$ cat src/rtl/product_accumulator.sv
// product_accumulator: sums a burst of 8-bit multiplier products and
// returns the total on a valid/ready port (start/len/clear, in_*, out_*, busy).
module product_accumulator #(
  parameter int ACC_W = 12,
  parameter int CNT_W = 4
) (
  input  logic             clk,
  input  logic             rst_n,
  input  logic             start,
  input  logic [CNT_W-1:0] len,
  input  logic             clear,
  input  logic             in_valid,
  output logic             in_ready,
  input  logic [7:0]       in_product,
  output logic             out_valid,
  input  logic             out_ready,
  output logic [ACC_W-1:0] out_sum,
  output logic             out_ovf,
  output logic             busy
);

  typedef enum logic [1:0] {
    IDLE,
    ACCUM,
    HOLD
  } state_t;

  localparam logic [CNT_W:0] ONE =
    {{CNT_W{1'b0}}, 1'b1};
  localparam logic [CNT_W:0] FULL =
    {1'b1, {CNT_W{1'b0}}};

  state_t           state;
  logic [CNT_W:0]   len_q;
  logic [CNT_W:0]   count;
  logic [ACC_W-1:0] acc;
  logic             ovf;

  logic [ACC_W:0]   sum_w;
  logic [CNT_W:0]   len_ext;
  logic             accept;
  logic             last;

  // Carry out of the ACC_W-bit sum lands in sum_w[ACC_W].
  assign sum_w = {1'b0, acc}
    + {{(ACC_W + 1 - 8){1'b0}}, in_product};

  // A zero length field encodes the full 2^CNT_W burst.
  assign len_ext = (len == '0) ? FULL
                               : {1'b0, len};

  assign accept = in_valid && (state == ACCUM);
  assign last   = (count == (len_q - ONE));

  assign in_ready  = (state == ACCUM);
  assign out_valid = (state == HOLD);
  assign busy      = (state != IDLE);

  always_ff @(posedge clk or negedge rst_n) begin
    if (!rst_n) begin
      state   <= IDLE;
      len_q   <= '0;
      count   <= '0;
      acc     <= '0;
      ovf     <= 1'b0;
      out_sum <= '0;
      out_ovf <= 1'b0;
    end else if (clear) begin
      state   <= IDLE;
      count   <= '0;
      acc     <= '0;
      ovf     <= 1'b0;
      out_sum <= '0;
      out_ovf <= 1'b0;
    end else begin
      unique case (state)
        IDLE: begin
          if (start) begin
            len_q <= len_ext;
            count <= '0;
            acc   <= '0;
            ovf   <= 1'b0;
            state <= ACCUM;
          end
        end
        ACCUM: begin
          if (accept) begin
            acc   <= sum_w[ACC_W-1:0];
            ovf   <= ovf | sum_w[ACC_W];
            count <= count + ONE;
            // Result registers load on the final accept so
            // they hold the burst total after leaving HOLD.
            if (last) begin
              out_sum <= sum_w[ACC_W-1:0];
              out_ovf <= ovf | sum_w[ACC_W];
              state   <= HOLD;
            end
          end
        end
        HOLD: begin
          if (out_ready) begin
            state <= IDLE;
          end
        end
        default: state <= IDLE;
      endcase
    end
  end

endmodule
$ cat config.mk
export PLATFORM = sky130hd
export DESIGN_NAME = product_accumulator
export DESIGN_NICKNAME = d
export VERILOG_FILES = /design/src/rtl/product_accumulator.sv
export SDC_FILE = /design/constraint.sdc
export NUM_CORES = 1
export LEC_CHECK = 0
export CAP_MARGIN = 25
export CORE_MARGIN = 8
export CORE_UTILIZATION = 30
export DETAILED_ROUTE_END_ITERATION = 12
export GPL_TIMING_DRIVEN = 0
export HOLD_SLACK_MARGIN = 0.06
export PLACE_DENSITY = 0.57
export SLEW_MARGIN = 5
export SYNTH_ARGS = -nofsm -noshare
export SYNTH_HDL_FRONTEND = slang
export SYNTH_SLANG_ARGS = --single-unit
$ cat constraint.sdc
create_clock -name clk -period 5.45 [get_ports clk]
set_input_delay 0.545 -clock clk [delete_from_list [all_inputs] [get_ports clk]]
set_output_delay 0.545 -clock clk [all_outputs]
set_load 0.05 [all_outputs]
==> results of run 1 <==
[layer usage]
| layer | part of all wire [%] | vias to the layer above | track usage [%] |
|---|---|---|---|
| met5 | 0 | - | 0 |
| met4 | 1.8 | 0 | 4.47 |
| met3 | 3.9 | 6 | 2.68 |
| met2 | 48 | 22 | 16.9 |
| met1 | 47 | 865 | 13.2 |
| li1 | - | 872 | - |
[worst reg2reg max path, cell delays in order (launching register included)]
cell,delay (ns)
dfrtp_1,0.39
ha_1,0.22
fa_1,0.43
a211oi_1,0.34
o211ai_1,0.20
nand4_1,0.20
xnor2_1,0.10
a22o_1,0.18
[stage by stage]
stage	std cells	worst slack (ns)	hold slack [ns]
3_3_place_gp	348	2.66	0.467
5_1_grt	355	2.84	0.143
3_5_place_dp	349	2.66	0.442
6_report	355	2.97	0.124
4_1_cts	355	2.93	0.129
2_1_floorplan	217	3.36	0.249
[cell families after synthesis]
logic type / Yosys count
AOI/OAI and AO/OA: 71
xor gates and xnor gates: 15
adders and majority gates: 11
buffers and inverters: 13
DFF: 38
muxes: 6
and+or+nand+nor: 63
[flip-flops by register name, indices dropped and copies added (netlist names)]
register	flops
ovf	1
len_q	5
out_sum	12
out_ovf	1
acc	12
state	2
count	5
[final timing paths]
path / cells past startpoint / from / slack [ns] / endpoint
hold reg to reg: 1 / ovf / 0.49 / ovf
max in group asynchronous: 2 / rst_n / 4.88 / acc[3]
setup / recovery: 7 / in_product[1] / 2.97 / out_sum[9]
min in group clk: 1 / ovf / 0.49 / ovf
setup reg to reg: 7 / acc[0] / 3.28 / out_sum[10]
hold / removal: 1 / rst_n / 0.12 / out_sum[11]
[cell usage in the layout, fill, tap and decap left out, types with 3 or more instances in the layout]
master and count:
mux2_2 3, a22o_1 9, o211ai_1 3, clkdlybuf4s50_1 31, mux2i_1 3, o2bb2ai_1 5, xnor2_1 11, clkbuf_8 6
xor2_1 3, dfrtp_1 38, nor3_1 4, o21ai_0 22, nand2_1 23, clkbuf_1 3, nand3_1 4, buf_2 3
a31oi_1 4, nor2b_1 3, ha_1 10, nor2_1 6, inv_1 7, a21o_1 3, nand2b_1 6, a211oi_1 4
o21ai_1 3, a21oi_1 8
[area by class of cell]
class                      instances  area [um^2]  area share (%)
inverter                           7         26.3           0.965
sequential                        38          951            34.9
timing repair buffer              33          335            12.3
multi-input combinational        166         1170            43.0
buffer                             6         32.5            1.19
clock buffer                       6         82.6            3.03
tap                               99          124            4.55
[power breakdown]
group / internal [W] / switching [W]
sequential: 0.000297 / 0.0000139
clock: 0.0000976 / 0.0000946
combinational: 0.0000727 / 0.0000976
==> out/qor.yml, run 1 <==
global_route:
  grt.overflow.total: 0
  grt_pass1_vias: 1802
  grt_max_degree: 29
  antenna_found_initial: 0
  grt_pass1_wl_mm: 8.58
  track_usage_pct: 10.6
sta:
  tns_ns: 0
  rsz0062_at_grt: "false"
  worst_slew_pin_slew_ns: 0.581
  setup_violations: 0
  timing.fmax_mhz: 403
  final.period_utilization_pct: 45.6
  max_slew_margin_pct: 60.8
  fin_worst_skew_ns: 0.00287
  hold_viol: 0
  slew_violations: 0
  period_minus_slack_ns: 2.48
clock_tree:
  clk_latency_ns: 0.29
  ctsHoldBuffers: 0
  ctsResizeCount: 0
  cts_root_buf: "clkbuf_8"
  path_clk_slew_ns: 0.07
  cts.sinks: 38
  clockBufferDepth: 2
  htreeDepth: 2
  cts_tree: "built"
  post_cts_buffers: 0
  numCtsBuffers: 5
final_layout:
  areaGrowthSynthToFinish_pct: 24.8
  diodes: 0
  fin_nets: 286
  fillCellCount: 757
  drive_gt1_share_pct: 8.59
  final_area_um2: 2720
  fin_util_pct: 38.2
die:
  num_io_pins: 34
  coreArea_um2: 7140
  rows: 31
  die_x_um: 101
  initial_utilization_pct: 30.6
  dieHeight_um: 101
  die_area_um2: 10300
routing:
  ant_nets: 0
  viasPerCell: 4.97
  wl_per_cell_um: 14.6
  routed_wl_mm: 5.17
  route.detailed.drc: 0
  drtIter0Drc: 51
  via_count: 1765
  dr.pass1.iters: 4
synth:
  ys_types: 46
  synthAdderAreaFrac_pct: 6.65
  synth-xor-area-share_pct: 6.36
  synth_top_area_share_pct: 43.6
  synthTopCellsByArea: "dfrtp_1 (44%), ha_1 (5.7%), o21ai_0 (5.0%)"
  synth_compound_area_share_pct: 21.9
  syn_nets: 246
  synth_mux_area_share_pct: 2.92
  synth_area_leader_cell: "dfrtp_1"
  synthSimpleGateAreaFrac_pct: 15.9
  async_reset_ff_share_pct: 100
  ys.flop_type: "dfrtp_1"
  yosysMostFrequentCell: "dfrtp_1"
  synth_edf_count: 0
  syn-instance-count: 217
  ys_warn_count: 0
  synth.avg_cell_area_um2: 10.1
  synth_top_family_by_area: "compound AO/OA/AOI/OAI gates"
  synth.cell_area_um2: 2180
  ys_seq_area_share_pct: 43.6
  ys_ff_latch: 38
  ys_top_cells_by_count: "dfrtp_1 (38), nand2_1 (23), o21ai_0 (22)"
run_status:
  status: "finished clean"
critical_path:
  cp_data_required_time_ns: 5.62
  cp_num_buf_inv: 1
  slowest_stage: "clkdlybuf4s50_1"
  path_class: "primary input to register"
  critPathTopFamily: "compound AO/OA/AOI/OAI gates"
  cp.arrival_ns: 2.65
  crit_chain: "clkdlybuf4s50_1 > ha_1 > a211oi_1 > nor3_1 > or3_1 > a211oi_1 > o2bb2ai_1"
  critPathCaptureType: "register"
  timing.critical_path.mode_cell: "a211oi_1"
  critPathMaxStageDelay_ns: 0.45
  worstPathMaxFanout: 4
  crit_path_start_kind: "primary input"
placed_design:
  hpwl_mm: 3.89
  io_buffers: 32
  place_congestion: 0.828
  placed_cell_area_um2: 2640
power:
  p_per_area_nw_per_um2: 247
  total_leakage_power_nw: 1.15
  power_w: 0.000673
  ir_drop_v: 0.0000724
min_path:
  hp-class: "primary input to asynchronous set/reset pin"
run:
  drv.max_cap_violation_count: 0
Power figures use the tool's default switching activity.
==> run 2: changes to the inputs <==
Settings changed: PLACE_DENSITY 0.57 to 0.58.
Clock period 5.45 ns to 2.1 ns, I/O delays scaled along.
==> run 2 against run 1 <==
Count of clock-buffer cells in the layout did not move; clock skew rose by 0.0013 ns; critical path depth fell by 4; routed wire length rose by 5.6%; largest cell class unchanged; non-clock buffer count rose by 7; critical path type is now register to output pin; sequential share of layout area fell by 1.9 points; first-iteration DRC count rose by 27%; highest routed layer unchanged.
==> out/qor.yml, run 2 (synthesis gave the netlist of run 1 again) <==
final_layout:
  drive_gt1_share_pct: 16.3  # +7.8 points
  layout_commonest_cell: "dfrtp_1"
  areaGrowthSynthToFinish_pct: 31.8
  final_area_um2: 2880  # +5.6%
  fin_nets: 293  # +2.4%
  final_cells: 362  # +2.0%
  final_cell_mix: "dfrtp_1 (38), clkdlybuf4s50_1 (31), o21ai_0 (22), nand2_1 (22), xnor2_1 (11)"
  diodes: 0  # unchanged
  largestRegisters: "acc (12), out_sum (12)"
placed_design:
  placed_cell_area_um2: 2640  # unchanged
  hpwl_mm: 3.82  # -1.7%
  place_congestion: 0.839  # +1.3%
  io_buffers: 32  # unchanged
  place_ws_ns: -0.358  # -3.01 ns
  dp_cells: 349  # unchanged
clock_tree:
  cts.sinks: 38  # unchanged
  numCtsBuffers: 5  # unchanged
  clk_latency_ns: 0.29  # about the same
  htreeDepth: 2  # unchanged
  cts_root_buf: "clkbuf_8"
  clockBufferDepth: 2  # unchanged
  path_clk_slew_ns: 0.07  # about the same
  cts_tree: "built"
run_status:
  status: "finished clean"
sta:
  slew_violations: 0  # unchanged
  max_slew_margin_pct: 65.4  # +4.6 points
  tns_ns: 0  # unchanged
  fin_worst_skew_ns: 0.00414  # +0.00127 ns
  rsz0062_at_grt: "false"
  timing.fmax_mhz: 501
  worst_slew_pin_slew_ns: 0.518  # -0.0638 ns
  setup_ws_ns: 0.104  # -2.86 ns
  hold_viol: 0  # unchanged
  period_minus_slack_ns: 2.00
  setup_violations: 0  # unchanged
  final.period_utilization_pct: 95.0
critical_path:
  r2r_start: "len_q[1]"
  worst-r2r-cell-count: 9  # +2
  path_class: "register to output pin"
  crit_chain: "inv_1 > nor2_1 > clkdlybuf4s50_1"
  r2r_end: "out_sum[11]"
  slowest_stage: "clkdlybuf4s50_1"
  critPathCaptureType: "output pin"
  worstPathMaxFanout: 4  # unchanged
  cp.arrival_ns: 1.79  # -0.86 ns
  r2r_setup_slack_ns: 0.11  # -3.17 ns
  cp_data_required_time_ns: 1.89  # -3.73 ns
  critPathMaxStageDelay_ns: 0.84  # +0.39 ns
  crit_path_start_kind: "register"
routing:
  dr.pass1.iters: 5  # +1
  via_count: 1822  # +3.2%
  viasPerCell: 5.03  # +1.2%
  drtIter0Drc: 65  # +27%
  route.detailed.drc: 0  # unchanged
  wl_per_cell_um: 15.1  # +3.6%
  ant_nets: 0  # unchanged
  routed_wl_mm: 5.46  # +5.6%
power:
  p_per_area_nw_per_um2: 644  # +160%
  power_w: 0.00185  # +180%
  ir_drop_v: 0.000193  # +170%
  total_leakage_power_nw: 1.19  # +3.5%
global_route:
  grt_max_degree: 31  # +6.9%
  grt_pass1_vias: 1821  # +1.1%
  track_usage_pct: 10.9  # +0.32 points
  antenna_found_initial: 0  # unchanged
  grt_pass1_wl_mm: 8.96  # +4.5%
  grt.overflow.total: 0  # unchanged
die:
  num_io_pins: 34  # unchanged
  die_x_um: 101  # unchanged
  initial_utilization_pct: 30.6  # unchanged
  dieHeight_um: 101  # unchanged
  coreArea_um2: 7140  # unchanged
  die_area_um2: 10300  # unchanged
  rows: 31  # unchanged
run:
  drv.max_cap_violation_count: 0  # unchanged
min_path:
  hp-class: "primary input to asynchronous set/reset pin"
==> run 2: layout make-up <==
type / count / area, um^2
buffer: 6 / 33.8
clock buffer: 6 / 82.6
sequential: 38 / 951
fill: 710 / 4260
multi-input combinational: 166 / 1270
timing repair buffer: 40 / 388
tap: 99 / 124
inverter: 7 / 26.3
==> run 2: what timing repair did <==
item                       CTS  global route
gates resized for setup      2            20
setup endpoints to repair    5            15
gates cloned                 0             1
buffers inserted             0             5
hold endpoints to repair     8             0
pin swaps                    0             7
hold buffers                 1             0
==> run 2: how the worst max path moves through the flow <==
stage | from | to | depth (start not counted)
finish | state[1] | out_valid | 3
global route | len_q[0] | out_sum[1] | 9
CTS | acc[0] | out_sum[8] | 7
detailed placement | in_product[1] | out_sum[9] | 7
global placement | in_product[1] | out_sum[9] | 7
floorplan | state[1] | out_sum[10] | 5
==> run 2: metrics by stage <==
| step | utilization (%) | hold WS [ns] |
|---|---|---|
| 4_1_cts | 38.4 | 0.299 |
| 2_1_floorplan | - | -0.0856 |
| 6_report | 40.3 | 0.313 |
| 5_1_grt | 40.3 | 0.346 |
| 3_3_place_gp | 36.8 | 0.466 |
| 3_5_place_dp | 37.0 | 0.0948 |
==> run 2: metal layers <==
layer / global-route usage [%] / routed length [um] / vias up
li1: - / - / 899
met1: 14.0 / 2500 / 883
met2: 17.5 / 2670 / 33
met3: 2.34 / 197 / 7
met4: 4.12 / 94 / 0
met5: 0 / 0 / -
==> run 2: power breakdown <==
part	internal, W	switching [W]	total (W)
logic	0.000243	0.000297	0.000539
registers	0.000770	0.0000389	0.000809
clock network	0.000253	0.000250	0.000503
==> run 2: worst max-delay path, delay by kind of cell (launching register included) <==
family | cells | cell delay [ns]
and+or+nand+nor | 1 | 0.16
buffers and inverters | 2 | 0.92
DFF | 1 | 0.42
==> patch (flow settings as in run 2) <==
`ACC_W`: 12 -> 24.
--- a/src/rtl/product_accumulator.sv
+++ b/src/rtl/product_accumulator.sv
@@ -2,5 +2,5 @@
 // returns the total on a valid/ready port (start/len/clear, in_*, out_*, busy).
 module product_accumulator #(
-  parameter int ACC_W = 12,
+  parameter int ACC_W = 24,
   parameter int CNT_W = 4
 ) (
Interface: changed (resized out_sum); port bits go from 34 to 46. No check against the original RTL was run, so the function may have changed too.
==> patch against run 2 <==
The run now ends with negative setup slack left. Final area grew 78%. Largest power group is now clock. Area after synthesis up 60%. Worst setup slack got worse by 0.15 ns. Routed wire length up 82%. Sequential cell count up 24. First-iteration DRC count rose to 2.6 times the old value. Sequential power increased by 61%. Core utilization rose by 4.5 points. Sequential share of layout area decreased by 2.7 points. Clock power rose to 2.8 times the old value. Critical path type is now in2reg. Total power rose by 91%.
==> patch: results (changes against run 2) <==
STA
  – Final setup fails: 5 (was 0)
  – Max_slew headroom: 44.9% (was 65.4%)
  – Worst hold slack: 0.472 ns (was 0.313 ns)
  – Final TNS setup: -0.0837 ns (was 0 ns)
  – PnR worst setup slack: -0.0415 ns (was 0.104 ns)

Outcome
  – Status: finished, violations left (was finished, final reports clean)
  – Failing checks: negative setup slack

Worst setup path
  – Critical R2R Launch: acc[0] (was len_q[1])
  – R2r endpoint: out_sum[18] (was out_sum[11])
  – Worst EP arrival: 2.38 ns (was 1.79 ns)

Yosys
  – Yosys reg bits: 62 (was 38)
  – Post-synth top cells: 62 x dfrtp_1, 39 x nor2_1, 34 x o21ai_0 (was 38 x dfrtp_1, 23 x nand2_1, 22 x o21ai_0)
  – Post-Synth XOR/XNOR Area: 6.01% (was 6.36%)
  – Register area share after synthesis: 44.4% (was 43.6%)
  – Cells taking the most area after synthesis: dfrtp_1 44%, o21ai_0 4.9%, nor2_1 4.2%, ha_1 3.6%, a211oi_1 3.4% (was dfrtp_1 44%, ha_1 5.7%, o21ai_0 5.0%, xnor2_1 4.4%, nand2_1 4.0%)

Finish
  – Final nets: 487 (was 293)
  – Multi-input gates: 281 (was 166)
  – Inverters: 10 (was 7)
  – Share of cells above drive strength 1: 26.7% (was 16.3%)
  – FILL cells: 1083 (was 710)
  – Regs by FF count: acc (24), out_sum (24) (was acc (12), out_sum (12))
  – Multi-input logic portion of the cell area: 42.9% (was 44.2%)
  – NonClk Buf Share: 17.1% (was 14.7%)

GRT
  – Global Route met2 Usage: 20.7% (was 17.5%)
  – GRT Util Overall: 12.9% (was 10.9%)
  – First-pass GRT wire length: 15.6 mm (was 8.96 mm)
  – Routing usage on met3: 3.04% (was 2.34%)
  – Largest net degree at the start of global routing: 63 (was 31)
  – Vias in the first global route: 3113 (was 1821)

Routing
  – Routed wl met3: 447 µm (was 197 µm)
  – M1 WL: 4.47 mm (was 2.50 mm)
  – Via count: 3160 (was 1822)
  – Met2 wire length: 4.83 mm (was 2.67 mm)

Placement
  – Cells after DPL: 565 (was 349)
  – Area after DPL: 4150 µm² (was 2640 µm²)
  – Placer Congestion: 0.843 (was 0.839)

Clocking
  – Clk slew on worst S/H paths: 0.05 ns (was 0.07 ns)
  – CTS buffer count: 9 (was 5)

Power and ir drop
  – Seq pwr: 1.30 mW (was 0.809 mW)

Hold path
  – Worst min path class: in2reg (was in2async)

Floorplan
  – Die W: 124 µm (was 101 µm)
## patch: cell count changes after synthesis, sizes merged, moves of 6 or more
cell,run 2,this run
nor2,6,39
dfrtp,38,62
clkbuf,3,18
a211oi,4,16
a21oi,8,20
o21ai,25,34
xor2,3,12
nand3,4,11
mux2i,3,9
nand2,23,29
o31ai,2,8
## patch: what timing repair did
item	CTS	global route
buffers inserted	9	14
hold buffers	1	0
pin swaps	15	44
hold endpoints to repair	62	0
endpoints found under the setup margin	44	44
gates cloned	1	2
gates resized for setup	30	92
## patch: worst max path at each step
stage,startpoint,end,depth (start not counted),slack (ns)
after floorplan,acc[0],out_sum[16],10,0.003
after global placement,rst_n,out_sum[4],1,-1.35
after detailed placement,in_product[0],out_sum[16],11,-0.69
after CTS,in_product[0],out_sum[16],11,-0.06
after global routing,acc[0],out_sum[18],10,-0.16
final,in_product[0],out_sum[18],11,-0.04
